### src/rtl/sound_voice_pdm_pkg.sv
// Shared voice definitions: FSM encodings, envelope ceiling and the sample scaler.
// Combinational helpers only; no timing or flow-control behaviour of its own.
package sound_voice_pdm_pkg;

  typedef enum logic [1:0] {
    VOICE_IDLE    = 2'd0,
    VOICE_RESTART = 2'd1,
    VOICE_PLAY    = 2'd2
  } voice_state_e;

  localparam logic [7:0] VOICE_VOL_MAX = 8'd255;

  // Signed sample times unsigned 8-bit volume, keeping product bits [23:8].
  function automatic logic [15:0] scale_sample(input logic [15:0] w, input logic [7:0] vol);
    logic signed [23:0] w_ext;
    logic signed [23:0] v_ext;
    logic signed [23:0] prod;
    w_ext = {{8{w[15]}}, w};
    v_ext = {16'd0, vol};
    prod  = w_ext * v_ext;
    return 16'(prod >>> 8);
  endfunction

endpackage

### src/rtl/sigma_delta_1bit.sv
// First-order 1-bit sigma-delta modulator on an offset-binary input; output is the registered carry.
// One cycle from input to out; clr zeroes accumulator and output; never stalls.
module sigma_delta_1bit (
  input  logic        clk,
  input  logic        rst,
  input  logic        clr,
  input  logic [15:0] in,
  output logic        out
);

  logic [15:0] acc;
  logic [16:0] sum;

  assign sum = {1'b0, acc} + {1'b0, in};

  always_ff @(posedge clk) begin
    if (rst || clr) begin
      acc <= '0;
      out <= 1'b0;
    end else begin
      acc <= sum[15:0];
      out <= sum[16];
    end
  end

endmodule

### src/rtl/sound_voice_pdm.sv
// Single sound-effect voice: restarts/paces the sinewaver, applies a decaying envelope, emits PDM audio.
// req -> wave_rst next cycle, PLAY one cycle later; sample/audio lag wave_in by 1/2 cycles; req always accepted.
module sound_voice_pdm
  import sound_voice_pdm_pkg::*;
#(
  parameter int PITCH_W = 12,
  parameter int STEP_W  = 8
) (
  input  logic               clk,
  input  logic               rst,
  input  logic               req,
  input  logic [PITCH_W-1:0] pitch,
  input  logic [STEP_W-1:0]  dur,
  output logic               wave_rst,
  output logic               wave_trigger,
  input  logic [15:0]        wave_in,
  output logic               busy,
  output logic               audio
);

  voice_state_e       state, state_n;
  logic [PITCH_W-1:0] pr, divcnt, divcnt_n;
  logic [STEP_W-1:0]  dr, stepcnt, stepcnt_n;
  logic [7:0]         volume, volume_n;
  logic [15:0]        sample;
  logic               sd_clr;

  always_comb begin
    state_n   = state;
    divcnt_n  = divcnt;
    stepcnt_n = stepcnt;
    volume_n  = volume;
    unique case (state)
      VOICE_IDLE: state_n = VOICE_IDLE;
      VOICE_RESTART: begin
        divcnt_n  = pr;
        stepcnt_n = dr;
        volume_n  = VOICE_VOL_MAX;
        state_n   = VOICE_PLAY;
      end
      VOICE_PLAY: begin
        if (divcnt == '0) begin
          divcnt_n = pr;
          if (stepcnt == '0) begin
            stepcnt_n = dr;
            if (volume == 8'd1) state_n = VOICE_IDLE;
            else                volume_n = volume - 8'd1;
          end else begin
            stepcnt_n = stepcnt - STEP_W'(1);
          end
        end else begin
          divcnt_n = divcnt - PITCH_W'(1);
        end
      end
      default: state_n = VOICE_IDLE;
    endcase
    // A new request beats everything, including the final envelope step.
    if (req) state_n = VOICE_RESTART;
  end

  always_ff @(posedge clk) begin
    if (rst) begin
      state        <= VOICE_IDLE;
      pr           <= '0;
      dr           <= '0;
      divcnt       <= '0;
      stepcnt      <= '0;
      volume       <= '0;
      wave_trigger <= 1'b0;
      sample       <= '0;
    end else begin
      state   <= state_n;
      divcnt  <= divcnt_n;
      stepcnt <= stepcnt_n;
      volume  <= volume_n;
      if (req) begin
        pr <= pitch;
        dr <= dur;
      end
      // Look ahead one cycle so the trigger register lines up with divcnt==0 in PLAY.
      wave_trigger <= (state_n == VOICE_PLAY) && (divcnt_n == '0);
      sample       <= (state == VOICE_PLAY) ? scale_sample(wave_in, volume) : '0;
    end
  end

  assign wave_rst = (state == VOICE_RESTART);
  assign busy     = (state != VOICE_IDLE);
  assign sd_clr   = (state == VOICE_IDLE) || (state_n == VOICE_IDLE);

  sigma_delta_1bit u_sd (
    .clk (clk),
    .rst (rst),
    .clr (sd_clr),
    .in  ({~sample[15], sample[14:0]}),
    .out (audio)
  );

endmodule

### config.mk
export PLATFORM = sky130hd
export DESIGN_NAME = sound_voice_pdm
export DESIGN_NICKNAME = d
export VERILOG_FILES = /design/src/rtl/sound_voice_pdm_pkg.sv /design/src/rtl/sigma_delta_1bit.sv /design/src/rtl/sound_voice_pdm.sv
export SDC_FILE = /design/constraint.sdc
export NUM_CORES = 1
export LEC_CHECK = 0
export ABC_CLOCK_PERIOD_IN_PS = 7280
export CAP_MARGIN = 20
export CORE_MARGIN = 3
export CORE_UTILIZATION = 46
export DETAILED_ROUTE_END_ITERATION = 7
export PLACE_DENSITY = 0.6
export SYNTH_ARGS = -nofsm -noshare
export SYNTH_HDL_FRONTEND = slang
export SYNTH_SLANG_ARGS = --single-unit
### constraint.sdc
create_clock -name clk -period 7.28 [get_ports clk]
set_clock_uncertainty 0.15 [all_clocks]
set_input_delay 1.456 -clock clk [delete_from_list [all_inputs] [get_ports clk]]
set_output_delay 1.456 -clock clk [all_outputs]
set_load 0.005 [all_outputs]
### Word-level counts from Yosys, hierarchy flattened

Index checks and enable logic that the tools add are counted.

* flip-flop bits (word level): 84
* bits of input ports: 39
* output and inout bits: 4
* word-level logic and storage cells: 51

* add/subtract/negate cells: 4
* multipliers: 1
* equal/unequal tests: 7
* multiplexer cells: 14
* bitwise gates (word level): 2
* reduce and logical (&&, ||, !) cells: 13

Operators by type and width (number)
* $mux W8: 5
* $pmux W8 S2: 2
* $logic_not A12 Y1: 2
* $mul A16 B9 Y24: 1
* $pmux W12 S2: 1
* $add A16 B16 Y17: 1
* $sub A8 B1 Y8 const B: 2
* $mux W12: 1
* $sub A12 B1 Y12 const B: 1
* $eq A8 B1 Y1 const B: 1
* $logic_not A8 Y1: 1
* $mux W2: 4
* $ne A2 B2 Y1 const B: 3
* $eq A2 B2 Y1 const B: 2
* $logic_not A2 Y1: 2
* $pmux W2 S2: 1
* $reduce_and A4 Y1: 1
* $reduce_bool A2 Y1: 2
* $eq A2 B1 Y1 const B: 1
* $logic_or A1 B1 Y1: 2
* $not A1 Y1: 2
* $reduce_and A2 Y1: 1
* $reduce_or A2 Y1: 1
* $logic_and A1 B1 Y1: 1

### Longest topological paths before layout

* depth in word-level cells: 9
* gate-level depth with buffers: 20
* mapped depth without buffers: 18

### Modules after synthesis

Synthesis repeated with hierarchy kept, for this count alone.

* cells, all modules: 995
* area, all modules: 8552.0 um^2

By module, submodules not included
* sound_voice_pdm: instances 1, cells an instance 849, area each 7272.0 um^2, sequential area each 1341.3 um^2
* sigma_delta_1bit: instances 1, cells an instance 146, area each 1280.0 um^2, sequential area each 340.3 um^2

### Worst setup path after synthesis

No wires, ideal clock.

* kind: input to register
* start: input port wave_in[6]
* end: register sample[14]
* library setup time: 0.115 ns
* arrival time: 5.440 ns
* path slack: 1.575 ns
* stages: 17
* path through: nand2_1 > fa_1 > inv_1 > fa_1 > fa_1 > inv_1 > fa_1 > inv_1 > ha_1 > a21o_1 > a21o_1 > a21o_1 > a221oi_1 > nand2_1 > a211oi_1 > xnor2_1 > and2_1

* cells in the longest elaborated chain, start to end: 1

Ends and longest elaborated chain
* start, declared: RTL line sound_voice_pdm.sv:16 `input logic [15:0] wave_in,`
* $mul A16 B9 Y24: RTL line sound_voice_pdm_pkg.sv:20 `prod = w_ext * v_ext;`
* end signal, assigned: RTL line sound_voice_pdm.sv:82 `sample <= (state == VOICE_PLAY) ? scale_sample(wave_in, volume) : '0;`
* end, declared: RTL line sound_voice_pdm.sv:25 `logic [15:0] sample;`

Every way passes these cells.
A chain may end at the register's enable or synchronous reset.

### Worst setup path after layout

Ends and elaborated chain as after synthesis.

==> metrics.txt <==
share of layout cells above drive strength 1 2.700%; YS warnings 0; Final setup viols 0; CTS tree yes; die width 140.6 microns; mux share of post-synthesis cell area 2.642%; vias per inst 5.106; Syn Inst Count 981; cts-stage hold buffer count 0; FF-to-FF path depth 17; end of the critical path sample[14]; GRT Total Usage 18.54%; Hold Crit Class reg2reg; # diodes 0; CP Launch Type input pin; GRT overflow 0; Pwr Density 195.8 nW/um^2; vias in the first global route 6199; DPL Wire Length 13380 microns; metal1 wirelength 9096 microns; Post-route DRC 0; initial core utilization 47.53%; Sequential Area 1682 sq um; routability-driven placement congestion ratio 0.8276; die height 140.6 microns; RSZ-0062 raised after global routing false; total design power 1798 uW; Required @ worst endpoint 7.36 ns; maximum buffer depth of the clock tree 2; area of the multi-input gates 5883 sq um; mean post-synth cell area 8.497 sq um; WL/cell 14.15 microns; Die ar. 19770 sq um; FILL cells 1685; Synth Area in Adders 34.22%; kind of critical path in2reg; final hold violations 0; Num Clock Sinks 84; DRT antenna net count 0; router iterations before antenna repair 5; CTS Buf Count 9; VDD IR max 0.0001257 V; largest family of logic cells by synthesized area adder cells; CP Capture Type register; Root Driver clkbuf_16; post-synthesis xor/xnor area fraction 3.047%; Clock transition at path regs 0.06 ns; fin. max-slew vios 0; critical-path maximum fanout 8; Synth Register Bits 84; Max Fclk 159.1 MHz; core box area 17540 sq um; vias 6255; Crit path max-delay family adder cells; Layout Utilization 52.34%; met2 wire len 7464 microns; highest routed layer met4; status finished clean; RR Endpoint sample[14]; Cell variety after synth 61; Setup TNS 0 ns; Hold Path Stages 2; Worst Setup SP wave_in[6]; Max Cap Viol 0; setup repair bufs after CTS 0; Crit path arrival time 6.36 ns; Tightest Pin Transition 0.9098 ns; max incr delay on CP 0.60 ns; CTS H-tree lvls 3; Area growth, synth to finish 10.12%; Reg2Reg Setup Slack 1.85 ns; site row count 48; crit share post-route 86.36%; Resized cells post-CTS 0; DRT iter0 DRCs 354; largest net degree at the start of global routing 54; port bufs 42; number of nets in the layout 1204; max_slew headroom 39.27%; met3 WL 582 microns; simple-gate portion of the synthesized area 19.41%; Compound-Gate Fraction of Synth Area 11.26%; Leak 0.004349 uW; worst path cell trace clkdlybuf4s50_1, nand2_1, fa_1, inv_1, fa_1, fa_1, inv_1, fa_1, inv_1, ha_1, a21o_1, a21o_1, a21o_1, a221oi_1, nand2_1, a211oi_1, xnor2_1, and2_1; CP bufs+invs 4; Mapped Area 8335 sq um; first-pass GRT wire length 30290 microns; later-pin clock latency in the skew report 0.34 ns; Crit-path slowest cell clkdlybuf4s50_1; Post-synth EDFFs 0; Synthesized Nets 1188; sequential fraction of the synthesis area 20.17%; routed wire length 17340 microns; initial antenna violation count 0; Synth async-reset ratio 0%; Critical Path Stages 18; Main synth FF type dfxtp_1; post-layout minimum cycle time 6.287 ns; R2R Path Start volume[5]; io pins 43; Crit path top cell by count fa_1
[synth_stat cells (19+ instances only)]
master    count  area [sq um]
a21oi_1      31         155.2
nand2_1     114         427.9
clkbuf_1     30         112.6
and2_1       55         344.1
nor2_1       89         334.1
xnor2_1      19         166.4
o21ai_0      26         130.1
mux2i_1      22         220.2
ha_1         68         850.8
fa_1        100          2002
inv_1       159         596.8
dfxtp_1      84          1682
[metrics by stage]
step / hold slack [ns] / setup slack [ns] / cell area (sq um) / cells
4_1_cts: 0.3519 / 0.9621 / 9179 / 1225
3_3_place_gp: 0.3309 / 0.7486 / 8889 / 1211
6_report: 0.3430 / 0.9933 / 9179 / 1225
3_5_place_dp: 0.3349 / 0.6008 / 8889 / 1211
5_1_grt: 0.3827 / 0.6457 / 9179 / 1225
2_1_floorplan: 0.3047 / 1.575 / 8335 / 981
[worst register-to-register path, cell delays in order, from the launching register on]
cell      delay (ns)
dfxtp_1         0.80
nand2_1         0.19
fa_1            0.58
inv_1           0.05
fa_1            0.46
fa_1            0.54
inv_1           0.05
fa_1            0.53
inv_1           0.05
ha_1            0.34
a21o_1          0.17
a21o_1          0.17
a21o_1          0.20
a221oi_1        0.29
nand2_1         0.19
a211oi_1        0.29
xnor2_1         0.11
and2_1          0.15
[where the power goes]
group	internal, uW	total [uW]	switching, uW
logic	362	835	473
clock network	271	451	180
registers	477	511	34.4
total	1110	1800	687
[sequential cells by signal (all words and copies together), names as in the netlist]
name,cells
sample,16
wave_trigger,1
volume,8
divcnt,12
dr,8
u_sd.acc,16
state,2
stepcnt,8
pr,12
u_sd.out,1
[layer usage]
layer	track usage, %	vias up
li1	-	3176
met4	4.182	0
met2	27.60	95
met3	2.612	12
met5	0	-
met1	28.62	2972
[placed cells by master, fill, tap and decap left out, types with 3 or more instances in the layout]
cell type	instances
xnor2_1	19
a311oi_1	3
o211ai_1	4
a22o_1	7
a22oi_1	5
nor4_1	6
nor3b_1	4
dfxtp_1	84
or3_1	6
xor2_1	10
nor2_1	89
o21ai_0	26
a21o_1	10
o22ai_1	4
nor4_2	3
a21oi_1	31
o21ai_1	8
nand3_1	13
fa_1	100
nand2b_1	6
clkbuf_16	9
o21a_1	4
ha_1	68
nor3_1	13
a211oi_1	12
clkdlybuf4s50_1	41
and2_1	55
nor2b_1	9
nand2_1	114
and3_1	9
buf_4	4
o21bai_1	3
inv_1	159
a31oi_1	4
mux2i_1	22
[cell type report]
cell class / count / share of cell area, %
multi-input combinational: 697 / 64.09
sequential: 84 / 18.32
inverter: 159 / 6.502
timing repair buffer: 46 / 4.853
tap: 225 / 3.067
clock buffer: 10 / 2.604
clock inverter: 4 / 0.5589
[logic make-up (layout without fill, tap and decap cells)]
group	Yosys count	count (layout)
AOI/OAI and AO/OA	140	140
xor gates and xnor gates	29	29
adders and majority gates	168	168
buffers and inverters	200	219
DFF	84	84
muxes	22	22
and+or+nand+nor	338	338
[worst min-delay path by stage]
stage | start | to | slack [ns]
after floorplan | dr[3] | dr[3] | 0.30
after global placement | dr[3] | dr[3] | 0.33
after detailed placement | dr[3] | dr[3] | 0.33
after CTS | dr[3] | dr[3] | 0.35
after global routing | dr[3] | dr[3] | 0.38
final | dr[3] | dr[3] | 0.34
(Power assumes the default switching activity.)
